$ cat config.mk
export PLATFORM = sky130hd
export DESIGN_NAME = tlp_wrr_scheduler
export DESIGN_NICKNAME = d
export VERILOG_FILES = /design/src/rtl/tlp_wrr_scheduler.sv
export SDC_FILE = /design/constraint.sdc
export NUM_CORES = 1
export LEC_CHECK = 0
export ABC_AREA = 1
export CAP_MARGIN = 10
export CORE_UTILIZATION = 54
export DETAILED_ROUTE_END_ITERATION = 10
export PLACE_DENSITY_LB_ADDON = 0.25
export SETUP_SLACK_MARGIN = 0.1
export SLEW_MARGIN = 5
export SYNTH_ARGS = -nofsm -noshare
export SYNTH_HDL_FRONTEND = slang
export SYNTH_SLANG_ARGS = --single-unit
$ cat constraint.sdc
create_clock -name clk -period 3.45 [get_ports clk]
set_input_delay 0.8625 -clock clk [delete_from_list [all_inputs] [get_ports clk]]
set_output_delay 0.8625 -clock clk [all_outputs]
set_load 0.03 [all_outputs]
$ cat src/rtl/tlp_wrr_scheduler.sv
// tlp_wrr_scheduler: packet-atomic weighted round-robin grant of the TLP transmit datapath
// across 4 requesters, with a watchdog that forcibly releases a stuck packet.
module tlp_wrr_scheduler #(
    parameter int WEIGHT_W    = 2,
    parameter int MAX_PKT_CYC = 64,
    parameter int CNT_W       = 7
) (
    input  logic                  clk,
    input  logic                  reset,
    input  logic [3:0]            req,
    input  logic [4*WEIGHT_W-1:0] weight,
    input  logic                  beat_valid,
    input  logic                  eop,
    input  logic                  ready,
    output logic                  valid,
    output logic [1:0]            out_id,
    output logic [3:0]            grant,
    output logic                  timeout_err
);
    typedef enum logic {IDLE, GRANT} state_t;

    state_t            state_q, state_d;
    logic [1:0]        out_id_q, out_id_d, last_q, last_d, win, idx;
    logic [3:0]        grant_q, grant_d;
    logic              valid_q, valid_d, tmo_q, tmo_d;
    logic              found, done, tmo, keep, rot;
    logic [WEIGHT_W:0] credit_q, credit_d, reload;
    logic [CNT_W-1:0]  wdog_q, wdog_d;

    // Rotating search starts after the last winner and wraps back to it.
    always_comb begin
        found = 1'b0;
        win   = last_q;
        idx   = last_q;
        for (int k = 4; k >= 1; k--) begin
            idx = last_q + 2'(k);
            if (req[idx]) begin
                found = 1'b1;
                win   = idx;
            end
        end
    end

    always_comb begin
        done     = valid_q & beat_valid & ready & eop;
        tmo      = valid_q & ~done & (wdog_q == CNT_W'(MAX_PKT_CYC - 1));
        keep     = done & (credit_q > (WEIGHT_W+1)'(1)) & req[out_id_q];
        rot      = (state_q == IDLE) | done | tmo;
        reload   = {1'b0, weight[win*WEIGHT_W +: WEIGHT_W]} + {{WEIGHT_W{1'b0}}, 1'b1};
        state_d  = state_q;
        out_id_d = out_id_q;
        grant_d  = grant_q;
        valid_d  = valid_q;
        last_d   = last_q;
        credit_d = credit_q;
        wdog_d   = wdog_q + {{(CNT_W-1){1'b0}}, 1'b1};
        tmo_d    = tmo;
        if (keep) begin
            credit_d = credit_q - {{WEIGHT_W{1'b0}}, 1'b1};
            wdog_d   = '0;
        end else if (rot) begin
            state_d  = found ? GRANT : IDLE;
            valid_d  = found;
            out_id_d = found ? win : 2'd0;
            grant_d  = found ? 4'b0001 << win : 4'b0000;
            last_d   = found ? win : last_q;
            credit_d = found ? reload : credit_q;
            wdog_d   = '0;
        end
    end

    always_ff @(posedge clk or negedge reset) begin
        if (!reset) begin
            state_q  <= IDLE;
            out_id_q <= 2'd0;
            grant_q  <= 4'b0000;
            valid_q  <= 1'b0;
            last_q   <= 2'd3;
            credit_q <= '0;
            wdog_q   <= '0;
            tmo_q    <= 1'b0;
        end else begin
            state_q  <= state_d;
            out_id_q <= out_id_d;
            grant_q  <= grant_d;
            valid_q  <= valid_d;
            last_q   <= last_d;
            credit_q <= credit_d;
            wdog_q   <= wdog_d;
            tmo_q    <= tmo_d;
        end
    end

    assign valid       = valid_q;
    assign out_id      = out_id_q;
    assign grant       = grant_q;
    assign timeout_err = tmo_q;
endmodule

==> impl_metrics.yaml <==
synth:
  postSynth.topFlopCell: "dfrtp_1"
  post_synth.cell_area_avg_um2: 7.59
  synth-warning-count: 0
  async_flop_share_pct: 100
  synth_enable_flop_cells: 0
  ys_top_cells_by_area: "dfrtp_1, nand2_1, inv_1"
  synth.top_cell.area_share_pct: 36.2
  sequential_element_share_of_the_synthesized_area_pct: 40.4
  cell_type_with_the_highest_aggregate_area_in_the_netlist: "dfrtp_1"
  ys_ff_latch: 20
  count_of_different_cell_masters_after_synthesis: 31
  syn_area_um2: 1240
  synthCells: 164
  synth_fp_nets: 184
floorplanning:
  die_width_um: 50.0
  pin_count: 25
  floorplan.die_area_um2: 2500
  placementRows: 17
  core_area_um2: 2190
  die_height_um: 50.0
  start_util_pct: 56.8
pwr:
  power.density_cell_area_nw_per_um2: 883
  worst_voltage_drop_across_the_vdd_grid_uv: 606
  leakage_nw: 0.764
  total_power_consumption_mw: 1.36
global_routing:
  grt.overflow.total: 0
  number_of_global_route_vias_before_repair: 1110
  antenna_violations_before_repair: 0
  grt_start_max_net_pins: 21
  wire_length_of_the_first_global_routing_pass_mm: 4.38
  track_usage_pct: 23.1
status:
  status: "complete, no violations"
cells_and_area:
  stdcell_area_um2: 1540
  final_layout_size_suffix_gt1_share_pct: 14.7
  final_nets: 212
  finalCoreUtilization_pct: 70.1
  insertedDiodeCount: 0
  final_cell_mix: "nand2_1, clkdlybuf4s50_1, inv_1"
  layout.cells.most_common: "nand2_1"
  layout.filler_cells: 181
  syn_to_final_growth_pct: 23.3
clocking:
  cts-root-buf: "clkbuf_4"
  clock_path_buffers: 2
  worst_skew_pair.late_latency_ns: 0.30
  tritoncts: "done"
  post_cts_buffers: 0
  cts_htree_levels: 1
  post_cts.resized_instances: 0
  clkSinkCount: 20
  post_cts_hold_fix_bufs: 0
  post_cts_clock_slew_at_the_launch_and_capture_registers_of_the_worst_setup_and_hold_paths_ns: 0.12
  cts_buffer_count: 3
route:
  route.detailed.wl_per_inst_um: 11.4
  drt-vias-per-instance: 5.09
  drt_pre_antenna_iters: 4
  drtIter0Drc: 20
  drt_wl_total_mm: 2.51
  detailroute.via_count: 1114
  route.antenna.remaining_nets: 0
  drc: 0
min_path:
  whs_path_depth: 1
  min_from: "wdog_q[6]$_DFF_PN0_"
  hold_path_class: "register to register"
  hold-path-endpoint: "timeout_err$_DFF_PN0_"
setup_path:
  worst-endpoint-arrival_ns: 2.88
  worst-endpoint-required_ns: 3.65
  rr_startpoint: "last_q[0]$_DFFE_PN1P_"
  worstPathMaxFanout: 3
  path_class: "input port to register"
  r2r_setup_slack_ns: 1.15
  regToRegEndpoint: "credit_q[1]$_DFFE_PN0P_"
  timing.critical_path.cells: "clkdlybuf4s50_1 > inv_1 > o21ai_2 > nand2_1 > nand2_1 > nand2_2 > nand2_1 > nand2_2 > nand2_2 > nand2_1 > o21ai_1 > nor2_1 > ha_1 > o21ai_0 > o21ai_0"
  critical-path-top-cell-by-count: "nand2_1"
  timing.critical_path.slowest_cell_delay_ns: 0.47
  worst_r2r_path_depth: 14
  critical_path.endpoint_type: "register"
  worstSetupStartpointType: "input port"
  crit_path_top_delay_cell: "clkdlybuf4s50_1"
sta:
  setup_viol: 0
  layout_worst_path_cycle_share_pct: 77.9
  clock-skew-final_ns: 0.0107
  worst-slew-pin-transition_ns: 0.864
  maxSlewHeadroom_pct: 42.2
  setup_repair_after_global_routing_missed_its_margin: "no"
  post-route-min-period_ns: 2.69
  totalNegativeSetupSlack_ns: 0
  max_freq_mhz: 372
  drv_slew: 0
  finalHoldViolations: 0
  final_critical_path_setup_slack_ns: 0.762
flow_run:
  timing.max_cap.violations: 0
placed_design:
  finalWeightedCongestion: 0.810
  dpl.hpwl_mm: 2.09
  placement.setup.worst_slack_ns: 0.423
  port_buffers: 24
  postPlaceCellArea_um2: 1510
[final cells by class]
class                   instances  area (um^2)  area share (%)
well taps                      28         35.0            2.28
clock buffers                   4         26.3            1.71
inverters                      27          108            7.01
multi-input cells             116          623            40.6
flip-flops and latches         20          503            32.8
repair buffers                 24          240            15.6
[registers in the layout, indices dropped and copies added, names as in the netlist]
register,cells
grant,4
last_q,2
state_q,1
timeout_err,1
credit_q,3
wdog_q,7
out_id,2
[cell families after synthesis]
kind of cell	synth area share, %
AO/OA/AOI/OAI	11.4
AND/OR/NAND/NOR	35.0
flip-flops	40.4
buffers and inverters	9.55
adder cells (fa/ha/maj)	3.02
XOR/XNOR	0.704
[cells in the mapped netlist (2+ instances only)]
master	number
nand2_1	46
inv_1	22
dfrtp_1	18
nor2_1	10
o21ai_0	10
nand3_1	9
o21ai_1	7
nand2_2	5
nand2_4	5
a21oi_1	3
ha_1	3
dfstp_2	2
inv_2	2
inv_4	2
nand3b_1	2
nor2_2	2
nor4_1	2
[per-layer routing]
layer  global-route usage, %  up-vias  share of wire (%)
met1                    24.8      514                 41
met2                    44.2       23                 55
met3                    3.09        3                2.5
li1                        -      574                  -
met5                       0        -                  0
met4                    9.52        0               0.84
[worst max-delay path by stage]
stage | depth (start not counted) | end | from | slack (ns)
after floorplan | 11 | credit_q[1]$_DFFE_PN0P_ | req[1] | 1.14
after global placement | 13 | credit_q[1]$_DFFE_PN0P_ | req[1] | 0.51
after detailed placement | 15 | credit_q[1]$_DFFE_PN0P_ | req[1] | 0.42
after CTS | 15 | credit_q[1]$_DFFE_PN0P_ | req[1] | 0.75
after global routing | 17 | credit_q[1]$_DFFE_PN0P_ | req[3] | 0.55
final | 15 | credit_q[1]$_DFFE_PN0P_ | req[1] | 0.76
[where the power goes]
part | total, mW | internal [mW] | switching [mW] | leakage (nW)
clock | 0.116 | 0.0451 | 0.0710 | 0.0150
combinational | 0.833 | 0.316 | 0.517 | 0.504
sequential | 0.406 | 0.330 | 0.0764 | 0.245
[critical path, delay by kind of cell]
family	cells	cell delay [ns]
and+or+nand+nor	8	0.64
AOI/OAI and AO/OA	4	0.56
buffers and inverters	2	0.54
adders and majority gates	1	0.27
[stage by stage]
stage | instances | hold slack, ns
2_1_floorplan | 164 | 0.411
3_3_place_gp | 215 | 0.432
3_5_place_dp | 215 | 0.436
4_1_cts | 219 | 0.452
5_1_grt | 219 | 0.481
6_report | 219 | 0.453
Note: power is estimated with default switching activity, not from simulation.
